### config.mk
export PLATFORM = sky130hd
export DESIGN_NAME = data_mem_lsu
export DESIGN_NICKNAME = d
export VERILOG_FILES = /design/src/rtl/data_mem_lsu.sv
export SDC_FILE = /design/constraint.sdc
export NUM_CORES = 1
export LEC_CHECK = 0
export ABC_AREA = 1
export ABC_CLOCK_PERIOD_IN_PS = 3400
export BUFFER_PORTS_ARGS = -buffer_cell sky130_fd_sc_hd__buf_4
export CAP_MARGIN = 15
export CORE_ASPECT_RATIO = 0.7
export CORE_MARGIN = 5
export CORE_UTILIZATION = 41
export CTS_BUF_LIST = sky130_fd_sc_hd__clkbuf_4
export CTS_CLUSTER_SIZE = 25
export DETAILED_ROUTE_END_ITERATION = 10
export PLACE_DENSITY = 0.79
export SETUP_SLACK_MARGIN = 0.2
export SLEW_MARGIN = 30
export SYNTH_ARGS = -nofsm -noshare
export SYNTH_HDL_FRONTEND = slang
export SYNTH_SLANG_ARGS = --single-unit
### constraint.sdc
create_clock -name clk -period 3.4 [get_ports clk]
set_input_delay 0.17 -clock clk [delete_from_list [all_inputs] [get_ports clk]]
set_output_delay 0.17 -clock clk [all_outputs]
set_load 0.02 [all_outputs]
### src/rtl/data_mem_lsu.sv
// rtl/data_mem_lsu.sv - byte/half/word load-store unit driving a word-wide data memory port
// Define LSU_ERR_CHECK_EN to enable misalignment, range and size error detection on resp_err.
module data_mem_lsu #(
  parameter int MEM_WORDS = 2048
) (
  input  logic        clk,
  input  logic        reset,
  input  logic        req_valid,
  output logic        req_ready,
  input  logic        req_we,
  input  logic [1:0]  req_size,
  input  logic        req_unsigned,
  input  logic [31:0] req_addr,
  input  logic [31:0] req_wdata,
  output logic        resp_valid,
  output logic [31:0] resp_rdata,
  output logic        resp_err,
  output logic [31:0] mem_a,
  output logic        mem_we,
  output logic [31:0] mem_wd,
  input  logic [31:0] mem_rd
);

  typedef enum logic [2:0] {IDLE, LOAD, RMW_RD, WRITE, RESP} state_t;

  localparam logic [1:0] SZ_BYTE = 2'd0;
  localparam logic [1:0] SZ_HALF = 2'd1;
  localparam logic [1:0] SZ_WORD = 2'd2;

  if (MEM_WORDS < 1) begin : g_mem_words_check
    $error("data_mem_lsu: MEM_WORDS must be at least 1");
  end

  state_t      state;
  logic [1:0]  size_q;
  logic [1:0]  lane_q;
  logic        unsigned_q;
  logic [15:0] wdata_q;

  logic [1:0]  eff_size;
  logic [31:0] eff_addr;
  logic        req_err;
  logic [7:0]  lane_byte;
  logic [15:0] lane_half;
  logic [31:0] load_data;
  logic [31:0] merged;

`ifdef LSU_ERR_CHECK_EN
  localparam logic [32:0] ADDR_LIMIT = 33'(MEM_WORDS) << 2;

  always_comb begin
    eff_size = req_size;
    eff_addr = req_addr;
    req_err  = (req_size == 2'd3)
            || (req_size == SZ_HALF && req_addr[0])
            || (req_size == SZ_WORD && req_addr[1:0] != 2'b00)
            || ({1'b0, req_addr} >= ADDR_LIMIT);
  end
`else
  // Without checking, size 3 acts as word and the address is snapped to natural alignment.
  always_comb begin
    eff_size = (req_size == 2'd3) ? SZ_WORD : req_size;
    eff_addr = req_addr;
    if (eff_size == SZ_HALF) eff_addr[0] = 1'b0;
    if (eff_size == SZ_WORD) eff_addr[1:0] = 2'b00;
    req_err = 1'b0;
  end
`endif

  always_comb begin
    lane_byte = 8'h00;
    case (lane_q)
      2'd0:    lane_byte = mem_rd[7:0];
      2'd1:    lane_byte = mem_rd[15:8];
      2'd2:    lane_byte = mem_rd[23:16];
      default: lane_byte = mem_rd[31:24];
    endcase
    lane_half = lane_q[1] ? mem_rd[31:16] : mem_rd[15:0];

    load_data = mem_rd;
    case (size_q)
      SZ_BYTE: load_data = unsigned_q ? {24'h0, lane_byte} : {{24{lane_byte[7]}}, lane_byte};
      SZ_HALF: load_data = unsigned_q ? {16'h0, lane_half} : {{16{lane_half[15]}}, lane_half};
      default: load_data = mem_rd;
    endcase
  end

  // Sub-word store: overlay the new lane(s) on the word just read back.
  always_comb begin
    merged = mem_rd;
    if (size_q == SZ_BYTE) begin
      case (lane_q)
        2'd0:    merged[7:0]   = wdata_q[7:0];
        2'd1:    merged[15:8]  = wdata_q[7:0];
        2'd2:    merged[23:16] = wdata_q[7:0];
        default: merged[31:24] = wdata_q[7:0];
      endcase
    end else if (lane_q[1]) begin
      merged[31:16] = wdata_q;
    end else begin
      merged[15:0] = wdata_q;
    end
  end

  always_ff @(posedge clk or posedge reset) begin
    if (reset) begin
      state      <= IDLE;
      req_ready  <= 1'b1;
      resp_valid <= 1'b0;
      resp_rdata <= 32'h0;
      resp_err   <= 1'b0;
      mem_a      <= 32'h0;
      mem_we     <= 1'b0;
      mem_wd     <= 32'h0;
      size_q     <= 2'd0;
      lane_q     <= 2'd0;
      unsigned_q <= 1'b0;
      wdata_q    <= 16'h0;
    end else begin
      case (state)
        IDLE: begin
          if (req_valid) begin
            req_ready  <= 1'b0;
            size_q     <= eff_size;
            lane_q     <= eff_addr[1:0];
            unsigned_q <= req_unsigned;
            wdata_q    <= req_wdata[15:0];
            if (req_err) begin
              state      <= RESP;
              resp_valid <= 1'b1;
              resp_err   <= 1'b1;
              resp_rdata <= 32'h0;
            end else begin
              mem_a <= {eff_addr[31:2], 2'b00};
              if (!req_we) begin
                state <= LOAD;
              end else if (eff_size == SZ_WORD) begin
                state  <= WRITE;
                mem_we <= 1'b1;
                mem_wd <= req_wdata;
              end else begin
                state <= RMW_RD;
              end
            end
          end
        end
        LOAD: begin
          resp_rdata <= load_data;
          resp_err   <= 1'b0;
          resp_valid <= 1'b1;
          state      <= RESP;
        end
        RMW_RD: begin
          mem_wd <= merged;
          mem_we <= 1'b1;
          state  <= WRITE;
        end
        WRITE: begin
          mem_we     <= 1'b0;
          resp_rdata <= 32'h0;
          resp_err   <= 1'b0;
          resp_valid <= 1'b1;
          state      <= RESP;
        end
        RESP: begin
          resp_valid <= 1'b0;
          req_ready  <= 1'b1;
          state      <= IDLE;
        end
        default: state <= IDLE;
      endcase
    end
  end

endmodule

==> summary.txt <==
Timing
  – Fin crit period: 2220 ps
  – Worst slew pin tran: 796 ps
  – F_max: 450 MHz
  – Setup tns final: 0 ps
  – RSZ-0062 raised after global routing: false
  – Tcrit/Tclk final: 65.3%
  – Rel. slew slack: 46.8%
  – Final Hold Violating Endpoints: 0
  – Fin. max-slew vios: 0
  – Endpoints failing setup: 0
  – Fin Clk Skew: 18.8 ps

Setup path
  – Critical path arrival: 2650 ps
  – CP max stage delay: 590 ps
  – CP endpoint kind: flip-flop
  – Slowest cell on crit path: a21oi_4
  – Worst-path fanout max: 33
  – Crit-path cells: inv_2 -> nand2_1 -> nor2_4 -> buf_4 -> inv_2 -> a21oi_4 -> inv_4 -> nand2_1 -> nand2_1
  – Cell mode on critical path: nand2_1
  – Critical Path RT: 3830 ps
  – Setup CP Type: reg -> reg
  – Startpoint types: flip-flop

Global routing
  – Global-route wire length before repair: 36.3 mm
  – GR Overflow Total: 0
  – Total track usage: 24.2%
  – Initial antenna violation count: 0
  – Largest net degree at the start of global routing: 122
  – Vias in the first global route: 6997

Power and ir drop
  – Pwr/cell area: 887 nW/um^2
  – Switching power: 4090 uW
  – Sw frac: 49.6%
  – Max VDD drop: 0.588 mV
  – Combinational share of power: 55.6%
  – Pint: 4160 uW
  – Flop pwr share: 32.3%
  – Power, Total: 8250 uW
  – Clock network power share: 12.1%
  – Leakage: 0.00488 uW

Route
  – Final antenna-violating net count: 0
  – DR iter-0 viols: 624
  – DRC viols: 0
  – Routed wire length: 22.8 mm
  – DR vias: 7154
  – Vias per cell: 5.01
  – Drt first pass iters: 5
  – Drt wl/cell: 15.9 um

Floorplan
  – CORE AREA: 16200 sq um
  – Chip height: 117 um
  – I/O pins: 203
  – Die ar.: 19100 sq um
  – Initial Utilization: 41.5%
  – Die Wd: 163 um
  – Number of cell rows: 39

Finish
  – # diodes: 0
  – Fillers: 1464
  – Register area: 3030 sq um
  – Final net count: 1294
  – Layout cells sized above 1: 24.4%
  – Multi-input logic area: 3170 sq um
  – Layout area overhead: 38.4%

Clock network
  – Clk root buf: clkbuf_4
  – Num CTS Buffers: 17
  – TritonCTS clock tree: built
  – H-tree levels: 4
  – CTS clk-pin slew, worst paths: 120 ps
  – CTS max path bufs: 2
  – Clock latency on the worst-skew pair: 540 ps
  – Sink Count: 121
  – Number of setup buffers added after CTS: 0

Yosys
  – Mapped Avg Cell Area: 7.14 sq um
  – Sequential fraction of the synthesis area: 45.1%
  – Post-synth top area share: 44.7%
  – Synth area leaders: dfrtp_1, nand2_1, o21ai_0, a21oi_1, nand3_1
  – Post-synthesis cell count: 941
  – Total of warnings raised by yosys: 0
  – Register bit total from synthesis: 121
  – Cell Area, Synth: 6720 sq um
  – Synth area leader: dfrtp_1
  – Synth cell types: 31

Place
  – Dpl hpwl: 15.5 mm
  – Routability-driven placement congestion ratio: 0.868
  – PortBufs: 199

Status
  – Outcome: completed

Worst hold path
  – Worst hold path class: in -> reg

Flow run
  – Max-Cap Viols: 0
==> cell type report <==
class	count	share of cell area [%]
timing repair buffer	285	25.2
tap	225	3.03
inverter	56	2.33
multi-input combinational	710	34.1
sequential	121	32.6
clock inverter	14	1.36
clock buffer	18	1.45
==> power by group through the flow <==
| stage | combinational, uW | sequential (uW) | clock, uW |
|---|---|---|---|
| 5_1_grt | 5090 | 2750 | 1090 |
| 4_1_cts | 4560 | 2650 | 1020 |
| 3_5_place_dp | 4470 | 2660 | 0 |
| 2_1_floorplan | 2450 | 3170 | 0 |
| 3_3_place_gp | 4380 | 2660 | 0 |
| 6_report | 4580 | 2670 | 998 |
==> logic make-up (layout without fill, tap and decap cells) <==
logic type | after synthesis | after routing | synth area share (%)
compound gates | 150 | 150 | 12.0
flops | 121 | 121 | 45.1
buf+inv | 112 | 373 | 7.93
simple gates | 557 | 557 | 35.0
other cells | 1 | 3 | 0.0558
==> worst max-delay path, delay by kind of cell (launching register included) <==
kind	cells	cell delay, ps
buffers and inverters	4	710
DFF	1	420
and+or+nand+nor	4	400
AOI/OAI and AO/OA	1	590
==> worst paths after layout <==
check	cells past startpoint	startpoint	end	slack, ps
worst max-delay path	9	state[2]$_DFFE_PP0P_	mem_wd[9]$_DFFE_PP0P_	1180
worst min-delay path	5	mem_rd[1]	resp_rdata[1]$_DFFE_PP0P_	30
worst max register to register	9	state[2]$_DFFE_PP0P_	mem_wd[9]$_DFFE_PP0P_	1180
worst min register to register	2	req_ready$_DFFE_PP1P_	req_ready$_DFFE_PP1P_	480
max in group asynchronous	4	reset	lane_q[1]$_DFFE_PP0P_	2530
min in group asynchronous	4	reset	mem_a[26]$_DFFE_PP0P_	370
==> layer usage <==
metal  track usage, %  up-vias  share of wire [%]  wire, um
met4             9.05        0                2.5       566
met3             7.49       43                 10      2350
met2             37.0      355                 44     10100
li1                 -     3474                  -         -
met5                0        -                  0         0
met1             32.6     3282                 43      9790
==> registers in the layout (all words and copies together) (netlist names) <==
register    cells
lane_q          2
wdata_q        16
mem_we          1
resp_valid      1
unsigned_q      1
state           3
req_ready       1
size_q          2
mem_wd         32
mem_a          30
resp_rdata     32
==> synthesized netlist by cell type (all sizes together) <==
cell and count:
nand2 440, dfrtp 120, o21ai 72, a21oi 63, nand3 63, inv 55
buf 37, nor2 37, clkbuf 19, or2 16, o211ai 8, o221ai 6
clkinv 1, conb 1, dfstp 1, nand4 1, o22ai 1
==> stage by stage <==
stage | hold slack (ps) | instance area (sq um) | setup slack [ps] | util, % | cells
CTS | 5.13 | 9300 | 1200 | 57.4 | 1429
global placement | 369 | 8270 | 1310 | 51.1 | 1320
global route | 7.48 | 9300 | 982 | 57.4 | 1429
detailed placement | 374 | 8270 | 1230 | 51.1 | 1320
finish | 25.4 | 9300 | 1180 | 57.4 | 1429
floorplan | 287 | 6730 | 1750 | - | 943
==> timing repair <==
action	4_1_cts	5_1_grt
resized for setup	0	0
hold buffers	77	0
hold endpoints to repair	205	0
==> cells in the final DEF, fill, tap and decap left out, types with 2 or more instances in the layout <==
cell / Yosys / routed
a21oi_1: 62 / 62
nand2_1: 424 / 424
clkinv_1: 1 / 2
nor2_1: 29 / 29
o211ai_1: 8 / 8
inv_2: 6 / 7
nand3_1: 60 / 60
conb_1: 1 / 3
dlygate4sd3_1: 0 / 77
clkinv_2: 0 / 2
o221ai_1: 6 / 6
nor2_4: 6 / 6
buf_4: 8 / 207
o21ai_0: 72 / 72
clkinvlp_4: 0 / 5
or2_2: 16 / 16
inv_1: 48 / 46
nand2_2: 15 / 15
clkinv_4: 0 / 5
clkbuf_4: 0 / 18
nand3_4: 2 / 2
dfrtp_1: 120 / 119
Power figures use the tool's default switching activity.
